$ cat config.mk
export PLATFORM = sky130hd
export DESIGN_NAME = temp_calc_scheduler
export DESIGN_NICKNAME = d
export VERILOG_FILES = /design/src/rtl/temp_calc_scheduler.sv
export SDC_FILE = /design/constraint.sdc
export NUM_CORES = 1
export LEC_CHECK = 0
export ABC_AREA = 0
export CORE_MARGIN = 2
export CORE_UTILIZATION = 44
export DETAILED_ROUTE_END_ITERATION = 10
export PLACE_DENSITY = 0.86
export SYNTH_ARGS = -nofsm -noshare
export SYNTH_HDL_FRONTEND = slang
export SYNTH_SLANG_ARGS = --single-unit
$ cat constraint.sdc
create_clock -name clk -period 2.6 [get_ports clk]
set_input_delay 0.52 -clock clk [delete_from_list [all_inputs] [get_ports clk]]
set_output_delay 0.52 -clock clk [all_outputs]
set_load 0.02 [all_outputs]
$ cat src/rtl/temp_calc_scheduler.sv
`default_nettype none
// ============================================================================
//  Module   : temp_calc_scheduler
//  Purpose  : Time-multiplexes the single temperature calculator across NCH
//             ADC sensor channels. Each sweep requests a sample per channel,
//             loads the calculator operands, waits for the result to settle
//             and publishes it with a one-cycle strobe. Sweeps repeat every
//             PERIOD idle cycles while start_en is held high.
//  Revision : 1.0  initial release
// ============================================================================
module temp_calc_scheduler #(
    parameter int NCH         = 4,
    parameter int PERIOD      = 1000,
    parameter int CALC_LAT    = 1,
    parameter int ADC_TIMEOUT = 255
) (
    input  logic                      clk,
    input  logic                      rst_n,
    input  logic                      start_en,
    input  logic [31:0]               tc_base_in,
    input  logic [7:0]                tc_ref_in,
    output logic                      adc_req,
    output logic [$clog2(NCH)-1:0]    adc_sel,
    input  logic                      adc_ack,
    input  logic [15:0]               adc_data_in,
    output logic [31:0]               calc_base,
    output logic [7:0]                calc_ref,
    output logic [15:0]               calc_adc,
    input  logic [31:0]               calc_tempc,
    output logic                      temp_valid,
    output logic [$clog2(NCH)-1:0]    temp_ch,
    output logic [31:0]               temp_value,
    output logic                      sweep_done,
    output logic [NCH-1:0]            timeout_err,
    output logic                      busy
);

    localparam int CHW     = $clog2(NCH);
    localparam int MAX_A   = (PERIOD > CALC_LAT) ? PERIOD : CALC_LAT;
    localparam int MAX_CNT = (MAX_A > ADC_TIMEOUT) ? MAX_A : ADC_TIMEOUT;
    localparam int CW      = $clog2(MAX_CNT + 1);

    localparam logic [CW-1:0]  TO_LAST     = CW'(ADC_TIMEOUT - 1);
    localparam logic [CW-1:0]  CALC_LAST   = CW'(CALC_LAT - 1);
    localparam logic [CW-1:0]  PERIOD_LAST = CW'(PERIOD - 1);
    localparam logic [CHW-1:0] LAST_CH     = CHW'(NCH - 1);

    typedef enum logic [2:0] {
        S_IDLE  = 3'd0,
        S_REQ   = 3'd1,
        S_CALC  = 3'd2,
        S_STORE = 3'd3,
        S_NEXT  = 3'd4,
        S_WAIT  = 3'd5
    } state_t;

    state_t          state;
    state_t          state_nxt;
    logic [CW-1:0]   cnt;
    logic [CHW-1:0]  ch;
    logic            last_ch;
    logic            enter_sweep;
    logic            req_timeout;

    assign last_ch = (ch == LAST_CH);

    // Combinational handshake outputs decode straight from the state register
    // so they fall the instant the asynchronous reset clears the FSM.
    assign adc_req = (state == S_REQ);
    assign adc_sel = ch;
    assign busy    = (state != S_IDLE);

    // A sweep begins from IDLE or at the end of the inter-sweep wait.
    assign enter_sweep = start_en &&
                         ((state == S_IDLE) ||
                          ((state == S_WAIT) && (cnt == '0)));

    // Ack wins over timeout when both land on the same edge.
    assign req_timeout = (state == S_REQ) && !adc_ack && (cnt == TO_LAST);

    // FSM state register.
    always_ff @(posedge clk or negedge rst_n) begin
        if (!rst_n) begin
            state <= S_IDLE;
        end else begin
            state <= state_nxt;
        end
    end

    // Next-state decode.
    always_comb begin
        state_nxt = state;
        case (state)
            S_IDLE: begin
                if (start_en) state_nxt = S_REQ;
            end
            S_REQ: begin
                if (adc_ack)            state_nxt = S_CALC;
                else if (cnt == TO_LAST) state_nxt = S_NEXT;
            end
            S_CALC: begin
                if (cnt == CALC_LAST) state_nxt = S_STORE;
            end
            S_STORE: begin
                state_nxt = S_NEXT;
            end
            S_NEXT: begin
                if (!start_en)    state_nxt = S_IDLE;
                else if (last_ch) state_nxt = S_WAIT;
                else              state_nxt = S_REQ;
            end
            S_WAIT: begin
                if (!start_en)       state_nxt = S_IDLE;
                else if (cnt == '0)  state_nxt = S_REQ;
            end
            default: begin
                state_nxt = S_IDLE;
            end
        endcase
    end

    // Shared cycle counter: counts up for ADC timeout and calc settle,
    // counts down through the inter-sweep period, restarts on every transition.
    always_ff @(posedge clk or negedge rst_n) begin
        if (!rst_n) begin
            cnt <= '0;
        end else if (state_nxt != state) begin
            cnt <= (state_nxt == S_WAIT) ? PERIOD_LAST : '0;
        end else begin
            case (state)
                S_REQ, S_CALC: cnt <= cnt + 1'b1;
                S_WAIT:        cnt <= cnt - 1'b1;
                default:       cnt <= '0;
            endcase
        end
    end

    // Channel index: restarts at each sweep, advances only out of NEXT.
    always_ff @(posedge clk or negedge rst_n) begin
        if (!rst_n) begin
            ch <= '0;
        end else if (enter_sweep) begin
            ch <= '0;
        end else if ((state == S_NEXT) && start_en) begin
            ch <= last_ch ? '0 : ch + 1'b1;
        end
    end

    // Calculator operands: base/ref frozen for the whole sweep, ADC sample
    // loaded on the accepting edge of the handshake.
    always_ff @(posedge clk or negedge rst_n) begin
        if (!rst_n) begin
            calc_base <= '0;
            calc_ref  <= '0;
            calc_adc  <= '0;
        end else begin
            if (enter_sweep) begin
                calc_base <= tc_base_in;
                calc_ref  <= tc_ref_in;
            end
            if ((state == S_REQ) && adc_ack) begin
                calc_adc <= adc_data_in;
            end
        end
    end

    // Result capture and the one-cycle strobes that follow STORE / last NEXT.
    always_ff @(posedge clk or negedge rst_n) begin
        if (!rst_n) begin
            temp_value <= '0;
            temp_ch    <= '0;
            temp_valid <= 1'b0;
            sweep_done <= 1'b0;
        end else begin
            temp_valid <= (state == S_STORE);
            sweep_done <= (state == S_NEXT) && last_ch;
            if (state == S_STORE) begin
                temp_value <= calc_tempc;
                temp_ch    <= ch;
            end
        end
    end

    // Sticky per-channel timeout flags; only reset clears them.
    always_ff @(posedge clk or negedge rst_n) begin
        if (!rst_n) begin
            timeout_err <= '0;
        end else if (req_timeout) begin
            timeout_err[ch] <= 1'b1;
        end
    end

endmodule
`default_nettype wire

==> flow_metrics.tcl, run 1 <==
set metrics [dict create \
    cts.sinks 111 \
    routed_via_density 4.93 \
    worstHoldPathType "primary input to async pin" \
    cts.path.max_buffers 2 \
    synth-seq-area-share_pct 57.6 \
    rows 38 \
    fin_crit_ns 2.44 \
    clock_skew_ns 0.0161 \
    fin_tns_setup_ns 0 \
    grt_use_total_pct 20.3 \
    rsz0062_at_grt "false" \
    area_delta_synth_final_pct 47.2 \
    antenna_found_initial 0 \
    synth_edf_count 0 \
    post_cts_buffers 0 \
    syn-num-nets 499 \
    cap_violations 0 \
    rr_worst_depth 8 \
    cts_tree "done" \
    peakVddDrop_mv 0.657 \
    slew_headroom_pct 56.9 \
    yosysMostFrequentCell "dfrtp_1" \
    cpMaxStageDelayCell "clkdlybuf4s50_1" \
    synth_area_leaders "dfrtp_1 (58%), mux2_4 (12%), nand2_1 (7.9%), ha_1 (3.1%), mux2_1 (2.3%)" \
    num_vias 3621 \
    cp_cell_sequence "nand2b_1 > nor2_1 > clkdlybuf4s50_1" \
    cp-end-kind "output port" \
    tightest_slew_ns 0.647 \
    period_share_pct 93.8 \
    r2r_end "cnt[9]$_DFF_PN0_" \
    synth_top_area_cell "dfrtp_1" \
    synth-main-ff-cell "dfrtp_1" \
    core_um2 10700 \
    critPathKind "flip-flop to output port" \
    setup_viol 0 \
    nNetsFinal 694 \
    drt_iter0_markers 201 \
    grt_pass1_wl_mm 18.6 \
    die_w_um 109 \
    place_congestion 0.820 \
    gr-total-overflow 0 \
    hold_violations 0 \
    buffer_ports.inserted 191 \
    placed_area_um2 6890 \
    status "complete, no violations" \
    drt-pass1-iter-count 4 \
    cp_max_fo 8 \
    r2r_setup_slack_ns 0.22 \
    grt_pass1_vias 3789 \
    avgSynthCellArea_um2 12.2 \
    design.portCount 192 \
    cp.required_ns 2.08 \
    synth_top_area_share_pct 57.6 \
    ys_seq_elements 111 \
    async_flop_share_pct 100 \
    startpoint_type "flip-flop" \
    synthTopCellsByCount "dfrtp_1 (111), nand2_1 (102), mux2_4 (40), ha_1 (12), o21ai_0 (12)" \
    synth_warnings 0 \
    dp_hpwl_mm 9.14 \
    grt_max_degree 50 \
    max_freq_ghz 0.410 \
    clk_pin_slew_ns 0.10 \
    start_util_pct 44.9 \
    cts_buffers 9 \
    n_antenna_cell 0 \
    wl_per_cell_um 16.5 \
    htreeDepth 3 \
    drive_gt1_share_pct 13.3 \
    critPathMaxStageDelay_ns 0.66 \
    drv_slew 0 \
    ant_nets 0 \
    drc 0 \
    synth.cell_area_um2 4820 \
    arrival_ns 1.92 \
    postRouteWirelength_mm 12.1 \
    final_area_um2 7100 \
    yosysUniqueCellTypes 43 \
    r2r-start "state[1]$_DFF_PN0_" \
    cts-root-buf "clkbuf_8" \
    fin_util_pct 66.1 \
    syn_inst 394 \
    p_per_area_nw_per_um2 1190 \
    die_y_um 109 \
    fp.dieArea_um2 11800 \
    insertion_delay_ns 0.37 \
    leakage_uw 0.00336 \
]
-- placed cells by master (no fill, tap or decap), types with 3 or more instances in the layout --
master | Yosys | routed
clkdlybuf4s50_1 | 0 | 190
dfrtp_1 | 111 | 109
nand2_1 | 102 | 102
mux2_4 | 40 | 40
o21ai_0 | 12 | 12
ha_1 | 12 | 12
mux2_1 | 10 | 10
clkbuf_8 | 0 | 10
a21oi_1 | 9 | 9
nor2_1 | 8 | 8
inv_1 | 7 | 7
buf_4 | 1 | 7
nand3_1 | 6 | 6
a21o_1 | 6 | 6
mux2_2 | 6 | 6
nor3_1 | 5 | 5
nand2b_1 | 4 | 4
o21a_1 | 4 | 4
xnor2_1 | 4 | 4
nand3b_1 | 3 | 3
xor2_1 | 3 | 3
mux2i_1 | 3 | 3
-- final cells by class --
type	instances	area, um2
fillers	790	3640
clock buffers	11	141
multi-input cells	260	1920
well taps	140	175
repair buffers	199	1990
clock inverters	5	63.8
inverters	8	30.0
flip-flops and latches	111	2780
-- report_power, final --
group          leakage [uW]  total (uW)  internal [uW]  switching, uW
logic               0.00189        4450           2320           2130
registers           0.00136        2940           2480            463
clock network      0.000101        1060            481            579
-- critical path, delay by kind of cell (launching register included) --
kind / cells / cell delay [ns]
simple gates: 2 / 0.43
flops: 1 / 0.46
buf+inv: 1 / 0.66
-- logic make-up (layout without fill, tap and decap cells) --
| logic type | count (synthesis) | count (layout) | synth area share, % |
|---|---|---|---|
| and+or+nand+nor | 141 | 141 | 12.9 |
| xor gates and xnor gates | 7 | 7 | 1.27 |
| DFF | 111 | 111 | 57.6 |
| muxes | 59 | 59 | 16.8 |
| adders and majority gates | 13 | 13 | 3.53 |
| AOI/OAI and AO/OA | 40 | 40 | 5.16 |
| buffers and inverters | 23 | 223 | 2.80 |
-- through the flow --
| stage | setup slack, ns | power, uW | cells | hold WS [ns] |
|---|---|---|---|---|
| 6_report | 0.162 | 8450 | 734 | 0.162 |
| 5_1_grt | 0.0336 | 8920 | 734 | 0.200 |
| 4_1_cts | 0.158 | 8530 | 734 | 0.165 |
| 3_5_place_dp | 0.212 | 7440 | 718 | 0.444 |
| 3_3_place_gp | 0.306 | 7270 | 718 | 0.443 |
| 2_1_floorplan | 0.371 | 5420 | 394 | 0.224 |
-- worst max path at each step --
stage                     slack (ns)               end  cells past startpoint               start
final                           0.16           adc_req                      3  state[1]$_DFF_PN0_
after global routing            0.03  cnt[9]$_DFF_PN0_                      8  state[1]$_DFF_PN0_
after CTS                       0.16           adc_req                      3  state[1]$_DFF_PN0_
after detailed placement        0.21  cnt[9]$_DFF_PN0_                      8  state[0]$_DFF_PN0_
after global placement          0.31  cnt[9]$_DFF_PN0_                      8  state[1]$_DFF_PN0_
after floorplan                 0.37  cnt[9]$_DFF_PN0_                      8  state[1]$_DFF_PN0_
-- registers in the layout, indices dropped and copies added (netlist names) --
| register | count |
|---|---|
| calc_adc | 16 |
| sweep_done | 1 |
| temp_valid | 1 |
| calc_ref | 8 |
| state | 3 |
| calc_base | 32 |
| cnt | 10 |
| adc_sel | 2 |
| timeout_err | 4 |
| temp_value | 32 |
| temp_ch | 2 |
-- metal layers --
metal,share of wire [%],vias up,GRT usage [%]
met1,40,1747,24.1
met5,0,-,0
met2,51,139,35.9
li1,-,1710,-
met3,6.7,25,4.54
met4,2.2,0,7.42
-- repair_timing --
item	4_1_cts	5_1_grt
hold buffers	0	0
resized for setup	0	3
setup endpoints to repair	0	1
Note: power is estimated with default switching activity, not from simulation.
==> run 2, diff against run 1 <==
Settings changed: CORE_ASPECT_RATIO from default to 2, GPL_TIMING_DRIVEN from default to 0.
==> flow_metrics.tcl, run 2 (synthesized netlist as in run 1, its figures left out) <==
set metrics [dict create \
    placed_area_um2 6940 \
    leakage_uw 0.00345 \
    status "complete, no violations" \
    drt-pass1-iter-count 4 \
    peakVddDrop_mv 0.567 \
    critical_path.startpoint "state[1]$_DFF_PN0_" \
    cp.required_ns 2.85 \
    rows 54 \
    cts_buffers 9 \
    nNetsFinal 705 \
    critPathKind "flip-flop to flip-flop" \
    clk_pin_slew_ns 0.07 \
    hold_violations 0 \
    drv_slew 0 \
    start_util_pct 44.6 \
    cts_hold_buf 0 \
    htreeDepth 3 \
    grt_pass1_wl_mm 20.2 \
    core_um2 10800 \
    period_share_pct 93.7 \
    ant_nets 0 \
    cts.sinks 111 \
    n_antenna_cell 0 \
    rr_worst_depth 8 \
    cp-end-kind "flip-flop" \
    cts-root-buf "clkbuf_16" \
    num_vias 3757 \
    die_y_um 152 \
    top_regs "calc_base (32), temp_value (32), calc_adc (16)" \
    die_w_um 78.0 \
    fin_tns_setup_ns 0 \
    final_common_cell "clkdlybuf4s50_1" \
    buffer_ports.inserted 191 \
    cts.path.max_buffers 2 \
    setup_viol 0 \
    drc 0 \
    r2r-start "state[1]$_DFF_PN0_" \
    r2r_end "cnt[9]$_DFF_PN0_" \
    insertion_delay_ns 0.35 \
    drt_iter0_markers 262 \
    layout_common_cells "clkdlybuf4s50_1 (190), dfrtp_1 (111), nand2_1 (102), mux2_4 (40)" \
    r2r_setup_slack_ns 0.16 \
    cp_max_fo 8 \
    tightest_slew_ns 0.617 \
    final_area_um2 7260 \
    design.portCount 192 \
    cap_violations 0 \
    area_delta_synth_final_pct 50.6 \
    crit_end "cnt[9]$_DFF_PN0_" \
    place_congestion 0.802 \
    gr-total-overflow 0 \
    n_fill_cell 823 \
    routed_via_density 5.04 \
    grt_use_total_pct 21.9 \
    startpoint_type "flip-flop" \
    slew_headroom_pct 58.8 \
    grt_max_degree 68 \
    grt_pass1_vias 3909 \
    fp.dieArea_um2 11900 \
    p_per_area_nw_per_um2 1220 \
    dp.cells 726 \
    arrival_ns 2.69 \
    drive_gt1_share_pct 14.0 \
    postRouteWirelength_mm 12.8 \
    final_cells 745 \
    max_freq_ghz 0.411 \
    cts_tree "done" \
    worstHoldPathType "primary input to async pin" \
    wl_per_cell_um 17.2 \
    dp_hpwl_mm 9.79 \
    clock_skew_ns 0.0107 \
    antenna_found_initial 0 \
    fin_crit_ns 2.44 \
]
-- run 2: per-layer routing --
layer | wire (um) | vias up | track usage, %
met5 | 0 | - | 0
met4 | 482 | 0 | 9.94
met3 | 503 | 32 | 3.50
met2 | 7190 | 124 | 40.8
met1 | 4630 | 1874 | 23.7
li1 | - | 1727 | -
-- run 2: final cells by class --
class | count | area, um2 | area share [%]
multi-input combinational | 260 | 1920 | 26.4
buffer | 15 | 105 | 1.45
sequential | 111 | 2780 | 38.2
inverter | 8 | 30.0 | 0.413
clock inverter | 4 | 52.6 | 0.723
timing repair buffer | 195 | 1960 | 27.0
clock buffer | 12 | 246 | 3.39
tap | 140 | 175 | 2.41
-- run 2: report_power, final --
group | switching (uW) | internal, uW
clock | 611 | 779
sequential | 431 | 2480
combinational | 2210 | 2370
total | 3250 | 5640
-- run 2: worst min path at each step --
stage,startpoint,endpoint,cells after the start
after floorplan,rst_n,adc_sel[0]$_DFFE_PN0P_,0
after global placement,timeout_err[2]$_DFFE_PN0P_,timeout_err[2]$_DFFE_PN0P_,1
after detailed placement,timeout_err[1]$_DFFE_PN0P_,timeout_err[1]$_DFFE_PN0P_,1
after CTS,rst_n,calc_base[18]$_DFFE_PN0P_,1
after global routing,rst_n,calc_base[7]$_DFFE_PN0P_,1
final,rst_n,calc_base[7]$_DFFE_PN0P_,1
-- run 2: metrics by stage --
| stage | util [%] | hold WS [ns] | power, uW | setup WS, ns |
|---|---|---|---|---|
| floorplan | - | 0.224 | 5420 | 0.371 |
| global placement | 63.9 | 0.439 | 7340 | -2.94 |
| CTS | 66.9 | 0.198 | 8940 | 0.0249 |
| detailed placement | 64.2 | 0.447 | 7520 | -0.0458 |
| global route | 67.2 | 0.221 | 9360 | -0.00203 |
| finish | 67.2 | 0.185 | 8880 | 0.164 |
-- run 2: repair_timing --
action | 4_1_cts | 5_1_grt
resized for setup | 1 | 1
cloned | 0 | 0
endpoints found under the setup margin | 2 | 2
setup buffers | 0 | 3
hold endpoints to repair | 0 | 0
-- run 2: worst max-delay path, cell delays in order, from the launching register on --
cell and delay [ns]:
dfrtp_1 0.47, nand3b_1 0.29, inv_2 0.20, ha_1 0.27, a211oi_1 0.33, o21bai_1 0.16
o22ai_2 0.28, mux2i_1 0.11, o31ai_1 0.23
==> run 3, diff against run 2 <==
Settings changed: ABC_AREA 0 to 1, PLACE_DENSITY 0.86 to 0.85.
==> flow_metrics.tcl, run 3 <==
set metrics [dict create \
    core_um2 11300 \
    yosysUniqueCellTypes 32 \
    grt_pass1_wl_mm 23.0 \
    synth-seq-area-share_pct 55.0 \
    num_vias 4691 \
    fin_util_pct 66.3 \
    drt_iter0_markers 212 \
    synth.cell_area_um2 5050 \
    critPathKind "flip-flop to flip-flop" \
    rsz0062_at_grt "false" \
    dp_hpwl_mm 11.8 \
    layout_common_cells "nand2_1 (238), clkdlybuf4s50_1 (189), dfrtp_1 (110), nand3_1 (57), inv_1 (32)" \
    buffer_ports.inserted 190 \
    peakVddDrop_mv 0.544 \
    r2r-start "state[0]$_DFF_PN0_" \
    syn-num-nets 677 \
    gr-total-overflow 0 \
    antenna_found_initial 0 \
    tightest_slew_ns 0.575 \
    p_int_uw 5250 \
    cts_tree "done" \
    cts_buffers 9 \
    cts-root-buf "clkbuf_16" \
    ant_nets 0 \
    leakage_uw 0.00371 \
    synth_top_area_share_pct 55.0 \
    design.portCount 192 \
    grt_use_total_pct 23.9 \
    synth_warnings 0 \
    p_comb_share_pct 51.6 \
    top_regs "calc_base (32), temp_value (32), calc_adc (16)" \
    power_frac_seq_pct 32.6 \
    yosysMostFrequentCell "nand2_1" \
    synthTopCellsByCount "nand2_1 (238), dfrtp_1 (111), nand3_1 (57), inv_1 (33), nor2_1 (24)" \
    fin_crit_ns 2.35 \
    max_freq_ghz 0.426 \
    slew_headroom_pct 61.7 \
    synth_top_family_by_area "simple AND/OR/NAND/NOR gates" \
    fin_tns_setup_ns 0 \
    cap_violations 0 \
    synth_area_leaders "dfrtp_1 (55%), nand2_1 (18%), nand3_1 (5.6%), mux2_2 (3.6%), ha_1 (3.0%)" \
    cts.path.max_buffers 2 \
    setup_viol 0 \
    die_w_um 79.8 \
    cts.sinks 111 \
    syn_inst 572 \
    synth-simple-area-share_pct 30.1 \
    clk_pin_slew_ns 0.07 \
    p_per_area_nw_per_um2 1180 \
    routed_via_density 5.09 \
    drt-pass1-iter-count 4 \
    n_antenna_cell 0 \
    synth_edf_count 0 \
    netSwitchingPower_uw 3620 \
    fp.dieArea_um2 12400 \
    async_flop_share_pct 100 \
    rows 55 \
    synth.area.mux_share_pct 3.57 \
    synth_fa_ha_area_share_pct 3.37 \
    die_y_um 156 \
    ys_seq_elements 111 \
    p_total_uw 8860 \
    clockPowerShare_pct 15.8 \
    cp-end-kind "flip-flop" \
    wl_per_cell_um 16.2 \
    cp_max_fo 9 \
    synth-compound-area-share_pct 2.28 \
    cp.required_ns 2.87 \
    nNetsFinal 880 \
    period_share_pct 90.4 \
    startpoint_type "flip-flop" \
    status "complete, no violations" \
    arrival_ns 2.62 \
    grt_max_degree 69 \
    synth-main-ff-cell "dfrtp_1" \
    synth_top_area_cell "dfrtp_1" \
    place_congestion 0.842 \
    r2r_setup_slack_ns 0.25 \
    htreeDepth 3 \
    clock_skew_ns 0.0116 \
    drc 0 \
    final_common_cell "nand2_1" \
    start_util_pct 44.8 \
    postRouteWirelength_mm 14.9 \
    insertion_delay_ns 0.34 \
    drv_slew 0 \
    whs_ns 0.176 \
    synth_xor_area_share_pct 0.347 \
    area_delta_synth_final_pct 48.0 \
    rr_worst_depth 11 \
    grt_pass1_vias 4779 \
    avgSynthCellArea_um2 8.83 \
    r2r_end "cnt[8]$_DFF_PN0_" \
    worstHoldPathType "primary input to async pin" \
    swShare_pct 40.8 \
    hold_violations 0 \
    drive_gt1_share_pct 9.62 \
]
run 3: changes by cell type after synthesis, sizes merged, moves of 5 or more:
| cell | before | now |
|---|---|---|
| a21o | 6 | 0 |
| nor2 | 8 | 25 |
| nand3 | 6 | 61 |
| mux2 | 56 | 16 |
| inv | 8 | 36 |
| o21ai | 13 | 8 |
| nand2 | 103 | 244 |
| nand4 | 0 | 15 |
| buf | 12 | 17 |
run 3: cell families after synthesis:
| group | count (synthesis) |
|---|---|
| and+or+nand+nor | 353 |
| DFF | 111 |
| buffers and inverters | 58 |
| AOI/OAI and AO/OA | 19 |
| muxes | 16 |
| adders and majority gates | 13 |
| xor gates and xnor gates | 2 |
run 3: timing repair:
item                       in CTS  in global routing
buffers inserted                0                  1
hold buffers                    0                  0
setup endpoints to repair       0                  3
resized for setup               0                  3
run 3: metal layers:
layer / vias to the layer above / global-route usage (%) / part of all wire, %
li1: 2227 / - / -
met1: 2228 / 23.7 / 35
met2: 180 / 45.8 / 56
met3: 56 / 3.13 / 4.0
met4: 0 / 13.6 / 5.2
met5: - / 0 / 0
run 3: power by group through the flow:
stage                     Clock, uW  Combinational (uW)  Sequential (uW)
after floorplan                   0                1560             3720
after global placement            0                4430             2860
after detailed placement          0                4580             2910
after CTS                      1420                4600             2880
after global routing           1480                4910             2970
final                          1400                4580             2890
run 3: area by class of cell:
cell class              instances  area, um2
clock buffers                  10        239
multi-input cells             403       2010
plain buffers                  22        135
repair buffers                192       1930
fillers                       903       3810
clock inverters                 6       67.6
inverters                      36        139
well taps                     142        178
flip-flops and latches        111       2780
run 3: metrics by stage:
step | cell area, um2 | setup slack [ns] | instances
2_1_floorplan | 5050 | 0.643 | 572
3_3_place_gp | 7130 | -3.06 | 904
3_5_place_dp | 7160 | 0.209 | 905
4_1_cts | 7460 | 0.181 | 921
5_1_grt | 7480 | 0.0428 | 922
6_report | 7480 | 0.251 | 922
run 3: critical path, cell delays in order (launching register included):
cell and delay (ns):
dfrtp_1 0.37, clkbuf_8 0.16, nand3_2 0.19, clkinvlp_4 0.22, ha_1 0.39, a21oi_1 0.23
nand2_1 0.13, nand3_1 0.16, nand3_1 0.09, a21oi_1 0.15, nand4_1 0.11, nand2_1 0.08
run 3: worst max-delay path by stage:
stage / endpoint / start / depth (start not counted) / slack, ns
2_1_floorplan: cnt[7]$_DFF_PN0_ / state[1]$_DFF_PN0_ / 13 / 0.64
5_1_grt: cnt[8]$_DFF_PN0_ / state[0]$_DFF_PN0_ / 11 / 0.04
3_5_place_dp: cnt[9]$_DFF_PN0_ / state[1]$_DFF_PN0_ / 13 / 0.21
6_report: cnt[8]$_DFF_PN0_ / state[0]$_DFF_PN0_ / 11 / 0.25
4_1_cts: cnt[9]$_DFF_PN0_ / state[1]$_DFF_PN0_ / 13 / 0.18
3_3_place_gp: calc_base[7]$_DFFE_PN0P_ / rst_n / 1 / -3.06
